## config.mk

```make
export PLATFORM = sky130hd
export DESIGN_NAME = xgmii_lb_chan
export DESIGN_NICKNAME = d
export VERILOG_FILES = /design/src/rtl/xgmii_lb_chan.sv
export SDC_FILE = /design/constraint.sdc
export NUM_CORES = 1
export LEC_CHECK = 0
export BUFFER_PORTS_ARGS = -buffer_cell sky130_fd_sc_hd__buf_2
export CORE_ASPECT_RATIO = 1.5
export CORE_MARGIN = 1.5
export CORE_UTILIZATION = 50
export DETAILED_ROUTE_END_ITERATION = 16
export GPL_TIMING_DRIVEN = 0
export PLACE_DENSITY_LB_ADDON = 0.05
export SYNTH_ARGS = -nofsm -noshare
export SYNTH_HDL_FRONTEND = slang
export SYNTH_SLANG_ARGS = --single-unit
```

## constraint.sdc

```tcl
create_clock -name clk_xgmii_tx -period 1.7 [get_ports clk_xgmii_tx]
set_input_delay 0.17 -clock clk_xgmii_tx [delete_from_list [all_inputs] [get_ports clk_xgmii_tx]]
set_output_delay 0.17 -clock clk_xgmii_tx [all_outputs]
set_load 0.01 [all_outputs]
```

## src/rtl/xgmii_lb_chan.sv

```systemverilog
// xgmii_lb_chan: XGMII loopback channel with a programmable delay line.
// TX words come back on the RX side after 1 + act_dly cycles, or the
// output is replaced by Idle or Local Fault ordered sets. Mode and delay
// changes wait until the line holds no frame data, so frames are never cut.
// Optional macro XGMII_LB_ERRINJ_EN adds the inj_err port and a one-shot
// lane-0 Error injection into looped frames.
module xgmii_lb_chan #(
    parameter int DATA_W  = 64,
    parameter int MAX_DLY = 16,
    parameter int DLY_W   = $clog2(MAX_DLY),
    parameter int CNT_W   = 16
) (
    input  logic                clk_xgmii_tx,
    input  logic                reset_xgmii_tx_n,
`ifdef XGMII_LB_ERRINJ_EN
    input  logic                inj_err,
`endif
    input  logic [DATA_W-1:0]   xgmii_txd,
    input  logic [DATA_W/8-1:0] xgmii_txc,
    input  logic [1:0]          cfg_mode,
    input  logic [DLY_W-1:0]    cfg_dly,
    output logic                cfg_pending,
    output logic [DATA_W-1:0]   xgmii_rxd,
    output logic [DATA_W/8-1:0] xgmii_rxc,
    output logic [CNT_W-1:0]    frm_cnt,
    output logic                in_frame
);

    localparam int LANES    = DATA_W / 8;
    localparam int HALVES   = DATA_W / 32;
    localparam int WORD_W   = DATA_W + LANES;
    localparam int GAP_W    = $clog2(MAX_DLY + 1);
    localparam int DLY_LAST = MAX_DLY - 1;

    localparam logic [DATA_W-1:0] IDLE_D   = {LANES{8'h07}};
    localparam logic [LANES-1:0]  IDLE_C   = {LANES{1'b1}};
    localparam logic [DATA_W-1:0] LF_D     = {HALVES{32'h0100009C}};
    localparam logic [LANES-1:0]  LF_C     = {HALVES{4'b0001}};
    localparam logic [WORD_W-1:0] IDLE_W   = {IDLE_C, IDLE_D};
    localparam logic [GAP_W-1:0]  GAP_FULL = GAP_W'(MAX_DLY);

    typedef enum logic {STABLE, PENDING} cfg_state_t;

    // Start may only sit in lane 0, or lane 4 on a 64-bit bus
    function automatic logic is_start(input logic [WORD_W-1:0] w);
        logic hit;
        hit = 1'b0;
        for (int k = 0; k < LANES; k++) begin
            if ((k == 0 || k == 4) && w[DATA_W + k] && (w[8*k +: 8] == 8'hFB))
                hit = 1'b1;
        end
        return hit;
    endfunction

    // Terminate may appear in any lane
    function automatic logic is_term(input logic [WORD_W-1:0] w);
        logic hit;
        hit = 1'b0;
        for (int k = 0; k < LANES; k++) begin
            if (w[DATA_W + k] && (w[8*k +: 8] == 8'hFD))
                hit = 1'b1;
        end
        return hit;
    endfunction

    logic [WORD_W-1:0] line [0:MAX_DLY-2];
    logic [WORD_W-1:0] taps [0:MAX_DLY-1];
    logic [WORD_W-1:0] in_word;
    logic [WORD_W-1:0] tap_word;
    logic              in_start;
    logic              in_term;
    logic [GAP_W-1:0]  gap_cnt;
    logic [1:0]        act_mode;
    logic [DLY_W-1:0]  act_dly;
    logic [DLY_W-1:0]  req_dly;
    logic              req_differs;
    logic              load;
    logic              inject;
    logic [DATA_W-1:0] loop_d;
    logic [LANES-1:0]  loop_c;
    cfg_state_t        state;
    cfg_state_t        state_nxt;

    assign in_word     = {xgmii_txc, xgmii_txd};
    assign in_start    = is_start(in_word);
    assign in_term     = is_term(in_word);
    assign tap_word    = taps[act_dly];
    assign req_differs = ({cfg_mode, cfg_dly} != {act_mode, act_dly});
    assign cfg_pending = (state == PENDING);

    // Tap 0 is the live input so that the output register alone gives one cycle of latency
    always_comb begin
        taps[0] = in_word;
        for (int i = 1; i < MAX_DLY; i++)
            taps[i] = line[i-1];
    end

    // Delay line shifts every cycle regardless of mode
    always_ff @(posedge clk_xgmii_tx or negedge reset_xgmii_tx_n) begin
        if (!reset_xgmii_tx_n) begin
            for (int i = 0; i < MAX_DLY - 1; i++)
                line[i] <= IDLE_W;
        end else begin
            line[0] <= in_word;
            for (int i = 1; i < MAX_DLY - 1; i++)
                line[i] <= line[i-1];
        end
    end

    // Out-of-range delay requests are clamped to the deepest tap when loaded
    always_comb begin
        req_dly = cfg_dly;
        if (int'(cfg_dly) > DLY_LAST)
            req_dly = DLY_W'(DLY_LAST);
    end

    // Input-side frame tracking and saturating Start counter
    always_ff @(posedge clk_xgmii_tx or negedge reset_xgmii_tx_n) begin
        if (!reset_xgmii_tx_n) begin
            in_frame <= 1'b0;
            frm_cnt  <= '0;
        end else begin
            if (in_start && !in_term)
                in_frame <= 1'b1;
            else if (in_term)
                in_frame <= 1'b0;
            if (in_start && (frm_cnt != {CNT_W{1'b1}}))
                frm_cnt <= frm_cnt + 1'b1;
        end
    end

    // Quiet-line counter: reaches MAX_DLY once the whole line is free of frame data
    always_ff @(posedge clk_xgmii_tx or negedge reset_xgmii_tx_n) begin
        if (!reset_xgmii_tx_n)
            gap_cnt <= '0;
        else if (in_start || in_frame)
            gap_cnt <= '0;
        else if (gap_cnt != GAP_FULL)
            gap_cnt <= gap_cnt + 1'b1;
    end

    // Config state register
    always_ff @(posedge clk_xgmii_tx or negedge reset_xgmii_tx_n) begin
        if (!reset_xgmii_tx_n)
            state <= STABLE;
        else
            state <= state_nxt;
    end

    // Config next-state: hold a differing request until the line is quiet
    always_comb begin
        state_nxt = state;
        load      = 1'b0;
        case (state)
            STABLE: begin
                if (req_differs)
                    state_nxt = PENDING;
            end
            PENDING: begin
                if (!req_differs) begin
                    state_nxt = STABLE;
                end else if (gap_cnt == GAP_FULL) begin
                    load      = 1'b1;
                    state_nxt = STABLE;
                end
            end
            default: state_nxt = STABLE;
        endcase
    end

    // Active configuration, reset to forced Idle with no extra delay
    always_ff @(posedge clk_xgmii_tx or negedge reset_xgmii_tx_n) begin
        if (!reset_xgmii_tx_n) begin
            act_mode <= 2'd1;
            act_dly  <= '0;
        end else if (load) begin
            act_mode <= cfg_mode;
            act_dly  <= req_dly;
        end
    end

`ifdef XGMII_LB_ERRINJ_EN
    logic armed;
    logic out_frame;

    assign inject = armed && (act_mode == 2'd0) && out_frame && !is_start(tap_word);

    // Frame state of the word stream leaving the delay line
    always_ff @(posedge clk_xgmii_tx or negedge reset_xgmii_tx_n) begin
        if (!reset_xgmii_tx_n)
            out_frame <= 1'b0;
        else if (is_start(tap_word) && !is_term(tap_word))
            out_frame <= 1'b1;
        else if (is_term(tap_word))
            out_frame <= 1'b0;
    end

    // One-shot: arm on a pulse, disarm after the single corrupted word
    always_ff @(posedge clk_xgmii_tx or negedge reset_xgmii_tx_n) begin
        if (!reset_xgmii_tx_n)
            armed <= 1'b0;
        else if (inject)
            armed <= 1'b0;
        else if (inj_err)
            armed <= 1'b1;
    end
`else
    assign inject = 1'b0;
`endif

    // Looped word, with lane 0 turned into an Error character when injecting
    always_comb begin
        loop_d = tap_word[DATA_W-1:0];
        loop_c = tap_word[WORD_W-1:DATA_W];
        if (inject) begin
            loop_d[7:0] = 8'hFE;
            loop_c[0]   = 1'b1;
        end
    end

    // RX output register selects looped data or a forced ordered set
    always_ff @(posedge clk_xgmii_tx or negedge reset_xgmii_tx_n) begin
        if (!reset_xgmii_tx_n) begin
            xgmii_rxd <= IDLE_D;
            xgmii_rxc <= IDLE_C;
        end else begin
            case (act_mode)
                2'd0: begin
                    xgmii_rxd <= loop_d;
                    xgmii_rxc <= loop_c;
                end
                2'd2: begin
                    xgmii_rxd <= LF_D;
                    xgmii_rxc <= LF_C;
                end
                default: begin
                    xgmii_rxd <= IDLE_D;
                    xgmii_rxc <= IDLE_C;
                end
            endcase
        end
    end

endmodule

```

==> results.yml, run 1 <==
setup_path:
  crit_top_cell: "clkbuf_16"
  crit_chain: "clkbuf_16 > clkbuf_16 > buf_16 > mux4_2 > a22oi_2 > a21oi_1"
  worstPathRequired_ps: 2220
  crit_slowest_cell: "mux4_2"
  start_kind: "flip-flop"
  setup.worst_path.end_class: "flip-flop"
  cp.arrival_ps: 2530
  path_buf_inv: 3
  critPathMaxStageDelay_ps: 500
  crit_path_max_fanout: 7
  crit_type: "reg2reg"
  cpLargestDelayFamily: "buffers and inverters"
drt:
  drc_errors: 0
  viasPerCell: 5.71
  drtAntennaViolNets: 0
  vias: 20030
  routed_wl_um: 98600
  routedWlPerCell_um: 28.1
  initialDrtViolationCount: 1246
  drtPass1Iterations: 5
placed_design:
  place_ws_ps: -1960
  post_dp_cell_area_um2: 42300
  gp_congestion: 0.785
  io_buffers: 169
  post-dp-hpwl_um: 60800
yosys:
  synthDominantCellAreaShare: 0.418
  yosysTopAreaCell: "dfrtp_1"
  ys_seq_area_frac: 0.755
  synth_enable_flop_cells: 0
  synthTopCellsByArea: "dfrtp_1 42%, dfstp_2 34%, mux4_2 16%, mux2i_1 1.5%, a22oi_1 1.3%"
  yosysWarnings: 0
  synth_nets: 2066
  yosys_most_used_dff: "dfrtp_1"
  syn_area_um2: 40000
  synth.distinct_cells: 43
  synthCells: 1983
  postSynthAreaPerCell_um2: 20.2
  ys_async_sr_fraction: 1.00
  synth-seq-cells: 1181
clock_network:
  numCtsBuffers: 107
  clk_latency_ps: 680
  cts-root-buf: "clkbuf_16"
  cts_tree: "yes"
  clock_path_buffers: 3
  cts.sink_count: 1181
  htree_levels: 3
  clkTransAtPathRegs_ps: 60
global_routing:
  grt-ovfl-total: 0
  grtUsageTotal: 0.247
  grt_pass1_wl_um: 146000
  grt_antenna_before_repair: 5
  grt_pass1_vias: 22585
  grt_max_degree: 192
pwr:
  p_int_mw: 59.1
  p_sw_frac: 0.301
  clockPowerShare: 0.293
  ir_worst_vdd_mv: 1.06
  power.density_nw_per_um2: 1730
  power_frac_comb: 0.324
  leakage_nw: 20.4
  switchingPower_mw: 25.4
  seq_power_share: 0.383
floorplanning:
  core_um2: 79000
  initial_core_util: 0.507
  die_y_um: 349
  die_w_um: 234
  num_rows: 126
  die_area_um2: 81800
  io_pins: 170
timing:
  worst_pin_slew_ps: 988
  fmax_mhz: 497
  clock_skew_ps: 27.6
  totalNegativeSetupSlack_ps: -15810
  fin_ws_ps: -314
  relSlewSlack: 0.341
  finalCritPeriodShare: 1.18
  setup_viol: 82
  rsz0062_at_grt: "yes"
  drv_slew: 0
  final.min_clock_period_ps: 2010
  finalHoldViolCount: 145
  whs_ps: -562
worst_hold_path:
  min_path_type: "in2async"
outcome:
  status: "finished with violations"
  violations: "negative hold slack, negative setup slack"
layout:
  nets: 2474
  final_area_um2: 48900
  fillerInstances: 5585
  area_growth_pct: 22.3
  drive_gt1_frac: 0.574
flow_run:
  drv_cap: 0
## layout make-up
| class | count | area, um^2 | share of cell area |
|---|---|---|---|
| Inverter | 6 | 22.5 | 0.000460 |
| Buffer | 103 | 1180 | 0.0242 |
| Clock buffer | 162 | 3220 | 0.0658 |
| Multi-Input combinational cell | 689 | 9840 | 0.201 |
| Antenna cell | 3 | 7.51 | 0.000153 |
| Tap cell | 1024 | 1280 | 0.0262 |
| Sequential cell | 1181 | 30200 | 0.617 |
| Clock inverter | 36 | 413 | 0.00844 |
| Timing Repair Buffer | 303 | 2760 | 0.0564 |
## synthesized netlist by cell type, drive strengths merged, types with 7 or more instances
cell type	n
o21ai	32
a21oi	34
dfstp	513
xor2	17
nand3	12
dfrtp	668
nand2	10
a22oi	68
nor2	75
mux4	288
nand4	14
clkbuf	43
mux2	21
o22ai	7
mux2i	59
buf	64
## flip-flops by register name, indices dropped and copies added, names as in the netlist
name / count
act_mode: 2
cfg_pending: 1
gap_cnt: 5
line: 1080
act_dly: 4
xgmii_rxd: 64
xgmii_rxc: 8
frm_cnt: 16
in_frame: 1
## kinds of logic (layout without fill, tap and decap cells)
group | count (synthesis) | count (layout) | synth area share
flops | 1181 | 1181 | 0.755
fa+ha+maj | 3 | 3 | 0.000938
other cells | 0 | 3 | 0
xor+xnor | 23 | 23 | 0.00503
compound gates | 151 | 151 | 0.0245
buf+inv | 113 | 610 | 0.0144
mux | 368 | 368 | 0.183
simple gates | 144 | 144 | 0.0176
## cells in the final DEF, fill, tap and decap left out, types with 22 or more instances in the layout
| cell | Yosys | routed |
|---|---|---|
| clkbuf_8 | 0 | 28 |
| dfstp_2 | 513 | 513 |
| a22oi_2 | 0 | 39 |
| a21oi_1 | 34 | 22 |
| buf_6 | 6 | 23 |
| o21ai_1 | 32 | 23 |
| dfrtp_1 | 668 | 665 |
| clkinv_2 | 0 | 22 |
| clkbuf_1 | 43 | 30 |
| buf_2 | 36 | 173 |
| nor2_1 | 75 | 65 |
| mux4_2 | 288 | 288 |
| a22oi_1 | 68 | 29 |
| clkbuf_16 | 0 | 123 |
| mux2i_1 | 59 | 54 |
| buf_4 | 17 | 27 |
| dlygate4sd3_1 | 0 | 78 |
## worst paths after layout
| check | depth (start not counted) | end | start | slack [ps] |
|---|---|---|---|---|
| worst max-delay path | 6 | xgmii_rxd[52] | act_dly[0] | -310 |
| worst min-delay path | 1 | line[278] | reset_xgmii_tx_n | -560 |
| worst max register to register | 6 | xgmii_rxd[52] | act_dly[0] | -310 |
| worst min register to register | 0 | line[832] | line[904] | 340 |
| max in group asynchronous | 5 | line[49] | reset_xgmii_tx_n | 410 |
| min in group clk_xgmii_tx | 4 | xgmii_rxd[56] | xgmii_txd[56] | 50 |
## timing repair
item	4_1_cts	5_1_grt
pin swaps	4	21
cloned	10	12
gates resized for setup	219	135
hold endpoints to repair	264	142
hold buffers	78	1
setup buffers	6	21
endpoints found under the setup margin	456	178
## power by group through the flow
| stage | registers (mW) | clock network (mW) | logic, mW |
|---|---|---|---|
| after floorplan | 32.7 | 0 | 14.6 |
| after global placement | 32.6 | 0 | 22.5 |
| after detailed placement | 32.7 | 0 | 22.7 |
| after CTS | 32.3 | 25.3 | 25.5 |
| after global routing | 32.6 | 26.4 | 29.1 |
| final | 32.3 | 24.7 | 27.4 |
## stage by stage
| stage | total power [mW] | cells | utilization |
|---|---|---|---|
| 6_report | 84.4 | 3507 | 0.619 |
| 3_5_place_dp | 55.4 | 3182 | 0.536 |
| 3_3_place_gp | 55.0 | 3176 | 0.534 |
| 2_1_floorplan | 47.4 | 1983 | - |
| 4_1_cts | 83.1 | 3472 | 0.606 |
| 5_1_grt | 88.1 | 3506 | 0.619 |
## routing by layer
metal / vias to the layer above / wire [um] / global-route usage
met5: - / 22 / 0
li1: 8136 / - / -
met2: 482 / 51200 / 0.414
met4: 4 / 3130 / 0.0897
met3: 145 / 4430 / 0.0420
met1: 11263 / 39900 / 0.326
(Power assumes the default switching activity.)
==> run 2: changes to the inputs <==
--- a/config.mk
+++ b/config.mk
@@ -8,7 +8,7 @@
 export BUFFER_PORTS_ARGS = -buffer_cell sky130_fd_sc_hd__buf_2
 export CORE_ASPECT_RATIO = 1.5
 export CORE_MARGIN = 1.5
-export CORE_UTILIZATION = 50
+export CORE_UTILIZATION = 55
 export DETAILED_ROUTE_END_ITERATION = 16
 export GPL_TIMING_DRIVEN = 0
 export PLACE_DENSITY_LB_ADDON = 0.05
==> run 2 against run 1 <==
The run still ends with negative hold slack, negative setup slack left. Final area down 0.10%. Clock-buffer cell count grew 5. Sequential share of layout area grew 0.067 points. Fmax rose by 1.5%. Worst setup slack better by 30 ps. Final cell count down 2.8%. Via count increased by 0.52%. Clock power about the same. Critical path depth is the same. Sequential cell count did not move. First-iteration DRC count is 8.9% higher. Core utilization grew 6.2 points. Critical path type unchanged. Critical endpoint is now xgmii_rxd[39].
==> results.yml, run 2 (synthesis results as in run 1) <==
clock_network:
  cts_tree: "yes"
  clk_latency_ps: 680
  htree_levels: 3
  clkTransAtPathRegs_ps: 60
  clock_path_buffers: 3
  cts.sink_count: 1181
  cts-root-buf: "clkbuf_16"
  numCtsBuffers: 105
global_routing:
  grt_max_degree: 183
  grt_pass1_vias: 22663
  grt-ovfl-total: 0
  grt_antenna_before_repair: 2
  grtUsageTotal: 0.267
  grt_pass1_wl_um: 145000
placed_design:
  post_dp_cell_area_um2: 42200
  place_ws_ps: -1530
  post-dp-hpwl_um: 59700
  io_buffers: 169
  gp_congestion: 0.804
  dp_cells: 3073
layout:
  multiInputGateArea_um2: 9860
  fillerInstances: 4609
  area_growth_pct: 22.2
  fin_cells: 3408
  mostFrequentLayoutCells: "664 x dfrtp_1, 513 x dfstp_2, 288 x mux4_2"
  drive_gt1_frac: 0.575
  largest_reg_flops: 1080
  top_register: "line"
  biggestRegsByFlops: "line (1080), xgmii_rxd (64), frm_cnt (16)"
  seq_area_um2: 30200
  nets: 2487
  final_common_cell: "dfrtp_1"
  final_area_um2: 48900
setup_path:
  rrSetupSlack_ps: -280
  cp.arrival_ps: 2500
  path_buf_inv: 2
  crit_type: "reg2reg"
  setup.worst_path.end_class: "flip-flop"
  crit_top_cell: "clkbuf_16"
  critPathMaxStageDelay_ps: 500
  crit_chain: "clkbuf_16 > clkbuf_16 > mux4_2 > mux2_4 > o22ai_2 > nor2_2"
  crit_slowest_cell: "mux4_2"
  crit_path_max_fanout: 5
  start_kind: "flip-flop"
  worstPathRequired_ps: 2210
  cpLargestDelayFamily: "multiplexers"
timing:
  relSlewSlack: 0.368
  fin_ws_ps: -283
  fmax_mhz: 504
  rsz0062_at_grt: "yes"
  whs_ps: -590
  drv_slew: 0
  final.min_clock_period_ps: 1980
  clock_skew_ps: 21.6
  worst_pin_slew_ps: 940
  finalCritPeriodShare: 1.17
  finalHoldViolCount: 286
  setup_viol: 78
pwr:
  p_sw_frac: 0.300
  seq_power_share: 0.381
  p_total_mw: 84.8
  ir_worst_vdd_mv: 0.955
  p_int_mw: 59.4
  clockPowerShare: 0.288
  switchingPower_mw: 25.5
  power.density_nw_per_um2: 1740
  leakage_nw: 20.4
  power_frac_comb: 0.331
drt:
  drtAntennaViolNets: 0
  drc_errors: 0
  vias: 20135
  initialDrtViolationCount: 1357
  viasPerCell: 5.91
  routedWlPerCell_um: 28.4
  drtPass1Iterations: 5
  routed_wl_um: 96800
outcome:
  violations: "negative hold slack, negative setup slack"
  status: "finished with violations"
flow_run:
  drv_cap: 0
floorplanning:
  initial_core_util: 0.557
  die_w_um: 223
  io_pins: 170
  die_y_um: 333
  core_um2: 71800
  die_area_um2: 74400
  num_rows: 120
worst_hold_path:
  min_path_type: "in2async"
run 2: cell types whose count changed in the layout (fill, tap and decap cells not counted), moves of 6 or more:
cell / change
clkbuf_1: +8
buf_12: +10
clkinv_2: -7
a22oi_1: -14
buf_4: +14
a22oi_2: +14
buf_8: -6
run 2: path summary, 6_finish.rpt:
| check | start | end | depth (start not counted) |
|---|---|---|---|
| setup / recovery | act_dly[0] | xgmii_rxd[39] | 6 |
| hold / removal | reset_xgmii_tx_n | line[876] | 1 |
| setup reg to reg | act_dly[0] | xgmii_rxd[39] | 6 |
| hold reg to reg | line[625] | line[553] | 0 |
| max in group asynchronous | reset_xgmii_tx_n | line[625] | 4 |
| min in group clk_xgmii_tx | xgmii_txd[29] | xgmii_rxd[29] | 4 |
run 2: routing by layer:
metal	GRT usage	up-vias	part of all wire
li1	-	8145	-
met1	0.353	11329	0.40
met2	0.453	513	0.53
met3	0.0451	146	0.042
met4	0.0918	2	0.031
met5	0	-	0.00011
run 2: cell type report:
class / count / area share
flip-flops and latches: 1181 / 0.618
multi-input cells: 689 / 0.202
clock buffers: 167 / 0.0658
repair buffers: 316 / 0.0581
plain buffers: 105 / 0.0252
well taps: 915 / 0.0234
clock inverters: 28 / 0.00727
inverters: 6 / 0.000461
diodes: 1 / 0.0000512
run 2: repair_timing:
item	CTS	global route
resized for setup	269	97
pin swaps	8	36
setup buffers	24	17
hold endpoints to repair	217	191
endpoints found under the setup margin	292	295
hold buffers	78	1
cloned	9	14
run 2: power by group through the flow:
stage	sequential, mW	combinational (mW)	clock (mW)
final	32.4	28.1	24.4
after global routing	32.6	29.6	26.0
after CTS	32.3	26.4	24.9
after detailed placement	32.7	22.5	0
after global placement	32.6	22.3	0
after floorplan	32.7	14.6	0
run 2: metrics by stage:
stage	hold slack (ps)	util	setup TNS [ps]
finish	-590	0.681	-14930
global route	-562	0.681	-18340
CTS	-460	0.669	-15540
detailed placement	302	0.588	-564030
global placement	300	0.586	-
floorplan	-126	-	-105
run 2: worst reg2reg max path, cell delays in order (launching register included):
cell,delay [ps]
dfrtp_2,450
clkbuf_16,210
clkbuf_16,160
mux4_2,500
mux2_4,280
o22ai_2,150
nor2_2,90
